==> src/rtl/pixel_stream_packer_if.sv <==
// Batch-in / pixel-out stream bundle between the colour LUT, the packer and the video sink.
// The master modport is the packer's view; the slave modport is the surrounding environment's view.
interface pixel_stream_packer_if #(
  parameter int RGB_SIZE    = 24,
  parameter int NUM_ENGINES = 6
);
  logic [RGB_SIZE-1:0] in_rgb [NUM_ENGINES-1:0];
  logic                in_valid;
  logic                in_ready;
  logic [RGB_SIZE-1:0] out_data;
  logic                out_valid;
  logic                out_ready;
  logic                out_sof;
  logic                out_eol;

  modport master (
    input  in_rgb, in_valid, out_ready,
    output in_ready, out_data, out_valid, out_sof, out_eol
  );

  modport slave (
    output in_rgb, in_valid, out_ready,
    input  in_ready, out_data, out_valid, out_sof, out_eol
  );
endinterface

==> src/rtl/pixel_stream_packer.sv <==
// Captures a batch of NUM_ENGINES pixels and replays it one pixel per cycle on a ready/valid stream,
// tracking raster position to flag start-of-frame, end-of-line and frame completion.
module pixel_stream_packer #(
  parameter int RGB_SIZE    = 24,
  parameter int NUM_ENGINES = 6,
  parameter int IMG_WIDTH   = 640,
  parameter int IMG_HEIGHT  = 480
) (
  input  logic                  clk,
  input  logic                  rst_n,
  input  logic                  restart,
  pixel_stream_packer_if.master bus,
  output logic                  frame_done
);
  localparam int X_W   = (IMG_WIDTH   > 1) ? $clog2(IMG_WIDTH)   : 1;
  localparam int Y_W   = (IMG_HEIGHT  > 1) ? $clog2(IMG_HEIGHT)  : 1;
  localparam int IDX_W = (NUM_ENGINES > 1) ? $clog2(NUM_ENGINES) : 1;
  localparam logic [X_W-1:0]   X_LAST   = X_W'(IMG_WIDTH - 1);
  localparam logic [Y_W-1:0]   Y_LAST   = Y_W'(IMG_HEIGHT - 1);
  localparam logic [IDX_W-1:0] IDX_LAST = IDX_W'(NUM_ENGINES - 1);

  typedef enum logic {
    EMPTY = 1'b0,
    DRAIN = 1'b1
  } state_t;

  state_t              state, state_next;
  logic [RGB_SIZE-1:0] pix_buf [NUM_ENGINES-1:0];
  logic [IDX_W-1:0]    idx, idx_next;
  logic [X_W-1:0]      x, x_next;
  logic [Y_W-1:0]      y, y_next;
  logic                frame_done_next;
  logic                accept;
  logic                last_elem;
  logic                load;

  assign bus.out_valid = (state == DRAIN);
  assign bus.out_data  = pix_buf[idx];
  assign bus.out_sof   = bus.out_valid && (x == '0) && (y == '0);
  assign bus.out_eol   = bus.out_valid && (x == X_LAST);

  // A new batch may enter while the final element of the current one leaves, giving back-to-back batches.
  assign accept       = bus.out_valid && bus.out_ready;
  assign last_elem    = (idx == IDX_LAST);
  assign bus.in_ready = !restart && ((state == EMPTY) || (accept && last_elem));
  assign load         = bus.in_valid && bus.in_ready;

  always_comb begin
    state_next      = state;
    idx_next        = idx;
    x_next          = x;
    y_next          = y;
    frame_done_next = 1'b0;

    if (accept) begin
      idx_next = idx + IDX_W'(1);
      if (x == X_LAST) begin
        x_next = '0;
        if (y == Y_LAST) begin
          y_next          = '0;
          frame_done_next = 1'b1;
        end else begin
          y_next = y + Y_W'(1);
        end
      end else begin
        x_next = x + X_W'(1);
      end
      if (last_elem) begin
        idx_next   = '0;
        state_next = EMPTY;
      end
    end

    if (load) begin
      idx_next   = '0;
      state_next = DRAIN;
    end

    // Restart wins over any simultaneous load or accept and drops whatever batch is held.
    if (restart) begin
      state_next      = EMPTY;
      idx_next        = '0;
      x_next          = '0;
      y_next          = '0;
      frame_done_next = 1'b0;
    end
  end

  always_ff @(posedge clk or negedge rst_n) begin
    if (!rst_n) begin
      state      <= EMPTY;
      idx        <= '0;
      x          <= '0;
      y          <= '0;
      frame_done <= 1'b0;
      for (int i = 0; i < NUM_ENGINES; i++) begin
        pix_buf[i] <= '0;
      end
    end else begin
      state      <= state_next;
      idx        <= idx_next;
      x          <= x_next;
      y          <= y_next;
      frame_done <= frame_done_next;
      if (load) begin
        for (int i = 0; i < NUM_ENGINES; i++) begin
          pix_buf[i] <= bus.in_rgb[i];
        end
      end
    end
  end
endmodule

==> src/flat_wrapper.sv <==
// flat-port wrapper written by rule: the top's interface ports become plain ports
module pixel_stream_packer_flat 
#(
  parameter int RGB_SIZE    = 24,
  parameter int NUM_ENGINES = 6,
  parameter int IMG_WIDTH   = 640,
  parameter int IMG_HEIGHT  = 480
)
  (clk, rst_n, restart, frame_done, bus_in_rgb, bus_in_valid, bus_out_ready, bus_in_ready, bus_out_data, bus_out_valid, bus_out_sof, bus_out_eol);
  pixel_stream_packer_if #(.RGB_SIZE(RGB_SIZE), .NUM_ENGINES(NUM_ENGINES)) bus_i ();
  input  logic clk;
  input  logic rst_n;
  input  logic restart;
  output logic frame_done;
  input wire logic [$bits(bus_i.in_rgb)-1:0] bus_in_rgb;
  input wire logic [$bits(bus_i.in_valid)-1:0] bus_in_valid;
  input wire logic [$bits(bus_i.out_ready)-1:0] bus_out_ready;
  output wire logic [$bits(bus_i.in_ready)-1:0] bus_in_ready;
  output wire logic [$bits(bus_i.out_data)-1:0] bus_out_data;
  output wire logic [$bits(bus_i.out_valid)-1:0] bus_out_valid;
  output wire logic [$bits(bus_i.out_sof)-1:0] bus_out_sof;
  output wire logic [$bits(bus_i.out_eol)-1:0] bus_out_eol;
  assign bus_i.in_rgb = {>>{bus_in_rgb}};
  assign bus_i.in_valid = bus_in_valid;
  assign bus_i.out_ready = bus_out_ready;
  assign bus_in_ready = bus_i.in_ready;
  assign bus_out_data = bus_i.out_data;
  assign bus_out_valid = bus_i.out_valid;
  assign bus_out_sof = bus_i.out_sof;
  assign bus_out_eol = bus_i.out_eol;
  pixel_stream_packer #(.RGB_SIZE(RGB_SIZE), .NUM_ENGINES(NUM_ENGINES), .IMG_WIDTH(IMG_WIDTH), .IMG_HEIGHT(IMG_HEIGHT)) u_core (.clk(clk), .rst_n(rst_n), .restart(restart), .bus(bus_i), .frame_done(frame_done));
endmodule
==> config.mk <==
export PLATFORM = sky130hd
export DESIGN_NAME = pixel_stream_packer_flat
export DESIGN_NICKNAME = d
export VERILOG_FILES = /design/src/rtl/pixel_stream_packer_if.sv /design/src/rtl/pixel_stream_packer.sv /design/src/flat_wrapper.sv
export SDC_FILE = /design/constraint.sdc
export NUM_CORES = 1
export LEC_CHECK = 0
export BUFFER_PORTS_ARGS = -buffer_cell sky130_fd_sc_hd__buf_2
export CAP_MARGIN = 25
export CORE_MARGIN = 1
export CORE_UTILIZATION = 40
export DETAILED_ROUTE_END_ITERATION = 10
export SYNTH_ARGS = -nofsm -noshare
export SYNTH_HDL_FRONTEND = slang
export SYNTH_SLANG_ARGS = --single-unit
==> constraint.sdc <==
create_clock -name clk -period 2.25 [get_ports clk]
set_clock_uncertainty 0.05 [all_clocks]
set_input_delay 0.225 -clock clk [delete_from_list [all_inputs] [get_ports clk]]
set_output_delay 0.225 -clock clk [all_outputs]
set_load 0.01 [all_outputs]
==> results.py <==
metrics = {
    "critical_path": {
        "critPathMaxFanout": 10,
        "worstPathCellList": "buf_16 > mux4_2 > inv_2 > o22ai_1 > buf_2",
        "r2r_end": "u_core.pix_buf[29]$_DFFE_PN0P_",
        "critical_path_class": "reg -> out",
        "cp_data_arrival_time_ns": 1.98,
        "r2r_cells": 5,
        "rr_startpoint": "u_core.idx[0]$_DFFE_PN0P_",
        "cp.depth": 5,
        "endpoint_kind": "output pin",
        "slowest_stage": "mux4_2",
        "slowest_delay_ns": 0.57,
        "r2r_slack_ns": 0.19,
        "setup.worst_path.start_class": "register",
        "critical_path_required_ns": 1.98,
        "critPathTopFamily": "multiplexers",
        "worst-path-buf-inv": 3,
    },
    "floorplanning": {
        "start_util_pct": 41.1,
        "rows": 50,
        "io_pins": 178,
        "die_w_um": 141,
        "dieArea_sq_mm": 0.0199,
        "die_y_um": 141,
        "core-area_sq_mm": 0.0188,
    },
    "worst_hold_path": {
        "min_from": "bus_in_rgb[142]",
        "hold_path_class": "in -> reg",
        "min_to": "u_core.pix_buf[142]$_DFFE_PN0P_",
        "hold_depth": 2,
    },
    "yosys": {
        "synth_cells": 561,
        "yosysSeqAreaShare_pct": 54.3,
        "ys_seq_elements": 168,
        "syn-cell-area_sq_mm": 0.00774,
        "yosys_warnings": 0,
        "synthDistinctLibCells": 42,
        "synth_fp_nets": 714,
        "syn_avg_cell_area_sq_um": 13.8,
    },
    "clocking": {
        "root_buffer": "clkbuf_16",
        "clkSinkCount": 168,
        "cts_buffer_depth": 2,
        "path_clk_slew_ns": 0.06,
        "tritoncts": "built",
        "cts_made_buffers": 17,
        "htreeDepth": 4,
        "postCtsSetupRepairBufs": 0,
        "clock_latency_ns": 0.41,
    },
    "cells_and_area": {
        "drive_above_1_share_pct": 48.2,
        "diodes": 0,
        "fin_nets": 1038,
        "area_growth_pct": 43.8,
        "utilization_pct": 59.1,
    },
    "drt": {
        "drtAntennaViolNets": 0,
        "post_drt_via_cell_ratio": 4.99,
        "drt-initial-drc-count": 212,
        "vias": 5779,
        "routedWlPerCell_um": 17.3,
        "firstDrtPassIters": 6,
        "drc": 0,
        "routed_wl_mm": 20.1,
    },
    "run": {
        "cap_violations": 0,
    },
    "sta": {
        "holdWs_ns": 0.0170,
        "period_needed_ns": 2.26,
        "layout_setup_ws_ns": -0.00840,
        "rsz0062_at_grt": "true",
        "final_hold_viol_count": 0,
        "fin_setup_tns_ns": -0.0213,
        "finalCritPeriodShare_pct": 100,
        "slew_viol_final": 0,
        "clock.fmax_mhz": 443,
        "slew_headroom_pct": 56.3,
        "setup_viol": 3,
        "tightest_slew_ns": 0.656,
    },
    "global_routing": {
        "grt.overflow.total": 0,
        "grt_first_pass_wirelength_mm": 32.5,
        "grt_use_met1_pct": 27.3,
        "grt_usage_pct": 21.2,
        "grt_max_degree": 68,
        "busiest_layer": "met2",
        "grtUsageMet2_pct": 35.3,
        "use_met3_pct": 5.23,
        "grt_pass1_vias": 6261,
        "antenna_found_initial": 0,
    },
    "outcome": {
        "outcome": "complete, but fails checks",
        "violations": "setup timing",
    },
    "power_and_ir_drop": {
        "powerDensity_mw_per_mm2": 754,
        "max-vdd-ir-drop_mv": 0.477,
        "leakagePower_uw": 0.00482,
    },
    "placement": {
        "gp_congestion": 0.854,
        "port_buffers": 177,
        "dp_slack_ns": 0.291,
        "hpwl_mm": 13.8,
    },
}
==> timing repair <==
action	in CTS	in global routing
gates resized for setup	21	10
endpoints found under the setup margin	25	23
hold buffers	137	2
gates cloned	1	1
endpoints found under the hold margin	197	2
==> routing by layer <==
metal | routed length, um | share of wire (%) | up-vias
met1 | 8730 | 44 | 2903
met5 | 0 | 0 | -
met2 | 9880 | 49 | 143
met4 | 414 | 2.1 | 0
li1 | - | - | 2707
met3 | 1030 | 5.2 | 26
==> worst max-delay path by stage <==
stage / from / end / slack (ns)
after detailed placement: u_core.x[0]$_DFFE_PN0P_ / u_core.y[3]$_DFFE_PN0P_ / 0.29
after floorplan: u_core.idx[0]$_DFFE_PN0P_ / u_core.pix_buf[77]$_DFFE_PN0P_ / 0.29
after global placement: u_core.idx[0]$_DFFE_PN0P_ / bus_out_data[15] / 0.30
final: u_core.idx[0]$_DFFE_PN0P_ / bus_out_data[13] / -0.008
after global routing: u_core.idx[0]$_DFFE_PN0P_ / bus_out_data[13] / -0.08
after CTS: u_core.idx[0]$_DFFE_PN0P_ / bus_out_data[14] / -0.05
==> layout make-up <==
cell class                 instances  area (sq um)
multi-input combinational        329          3300
clock inverter                    14           163
fill                            1563          7700
inverter                          30           113
timing repair buffer             339          2580
sequential                       168          4210
clock buffer                      18           439
tap                              260           325
==> worst reg2reg max path, stage by stage, from the launching register on <==
cell      delay, ns
dfrtp_4        0.51
nand4b_1       0.14
a21oi_1        0.23
and2_4         0.33
buf_12         0.28
mux2_2         0.41
==> sequential cells by signal, indices dropped and copies added, names as in the netlist <==
signal                flops
u_core.x                 10
u_core.pix_buf          144
u_core.bus.out_valid      1
u_core.y                  9
u_core.frame_done         1
u_core.idx                3
==> synthesized netlist by cell type (all sizes together) <==
cell | instances | area, sq um
nand3 | 13 | 65.1
and3 | 2 | 12.5
xnor2 | 6 | 52.6
or2 | 1 | 6.26
buf | 23 | 113
nor4b | 1 | 8.76
clkbuf | 11 | 41.3
o31ai | 2 | 20.0
inv | 30 | 113
a32o | 1 | 10.0
ha | 4 | 50.1
xor2 | 3 | 26.3
a31oi | 1 | 6.26
and4bb | 1 | 12.5
mux2 | 144 | 1620
or3 | 1 | 6.26
mux4 | 24 | 541
dfrtp | 168 | 4200
o211ai | 2 | 15.0
a21oi | 10 | 50.1
o22ai | 24 | 150
and2 | 1 | 6.26
nand4 | 4 | 31.3
nand4b | 2 | 17.5
nand2b | 1 | 6.26
or4 | 3 | 26.3
nand4bb | 1 | 11.3
or3b | 1 | 8.76
mux2i | 25 | 250
nand2 | 9 | 33.8
nor3 | 11 | 55.1
a22o | 3 | 26.3
a311oi | 1 | 8.76
and4 | 1 | 8.76
nor3b | 2 | 15.0
o21ai | 6 | 30.0
nor2 | 14 | 52.6
nor4 | 4 | 25.0
==> where the power goes <==
group	total (uW)	internal, uW	switching (uW)
Sequential	3800	3520	280
Clock	2910	1610	1300
Combinational	1680	1020	660
==> metrics by stage <==
step	cells	instance area (sq um)	power, uW
floorplan	561	7740	4690
global placement	985	9040	5220
detailed placement	985	9040	5300
CTS	1155	11100	8460
global route	1158	11100	8790
finish	1158	11100	8390
==> cells in the final DEF, fill, tap and decap left out, types with 2 or more instances in the layout <==
cell           synthesis  routed
a21oi_1               10      10
o21ai_0                6       6
buf_4                  0      14
buf_2                 21     176
clkinv_4               0       2
clkbuf_16              0      18
clkbuf_8               0       2
nor2_1                14      14
buf_16                 0       2
mux2i_1               25      25
nand4b_1               2       2
clkinvlp_4             0       3
nor3_1                11      11
buf_12                 0       5
and3_1                 2       2
nand3_1               13      13
nand2_1                9       9
dfrtp_1              168     167
or4_1                  2       2
nor4_1                 4       3
inv_6                  0       3
ha_1                   4       4
nand4_1                3       3
nor3b_1                2       2
a22o_1                 3       3
inv_1                 30       7
mux2_2               144     144
xnor2_1                6       6
o211ai_1               2       2
inv_8                  0       3
dlygate4sd3_1          0     139
clkinv_8               0       2
inv_2                  0      23
xor2_1                 3       3
o22ai_1               24      23
mux4_2                24      24
==> kinds of logic (layout without fill, tap and decap cells) <==
logic type,Yosys count,after routing,share of synthesized area (%)
AO/OA/AOI/OAI,50,50,4.09
XOR/XNOR,9,9,1.02
adder cells (fa/ha/maj),4,4,0.647
buffers and inverters,64,401,3.44
flip-flops,168,168,54.3
multiplexers,193,193,31.2
AND/OR/NAND/NOR,73,73,5.29
Power figures use the tool's default switching activity.
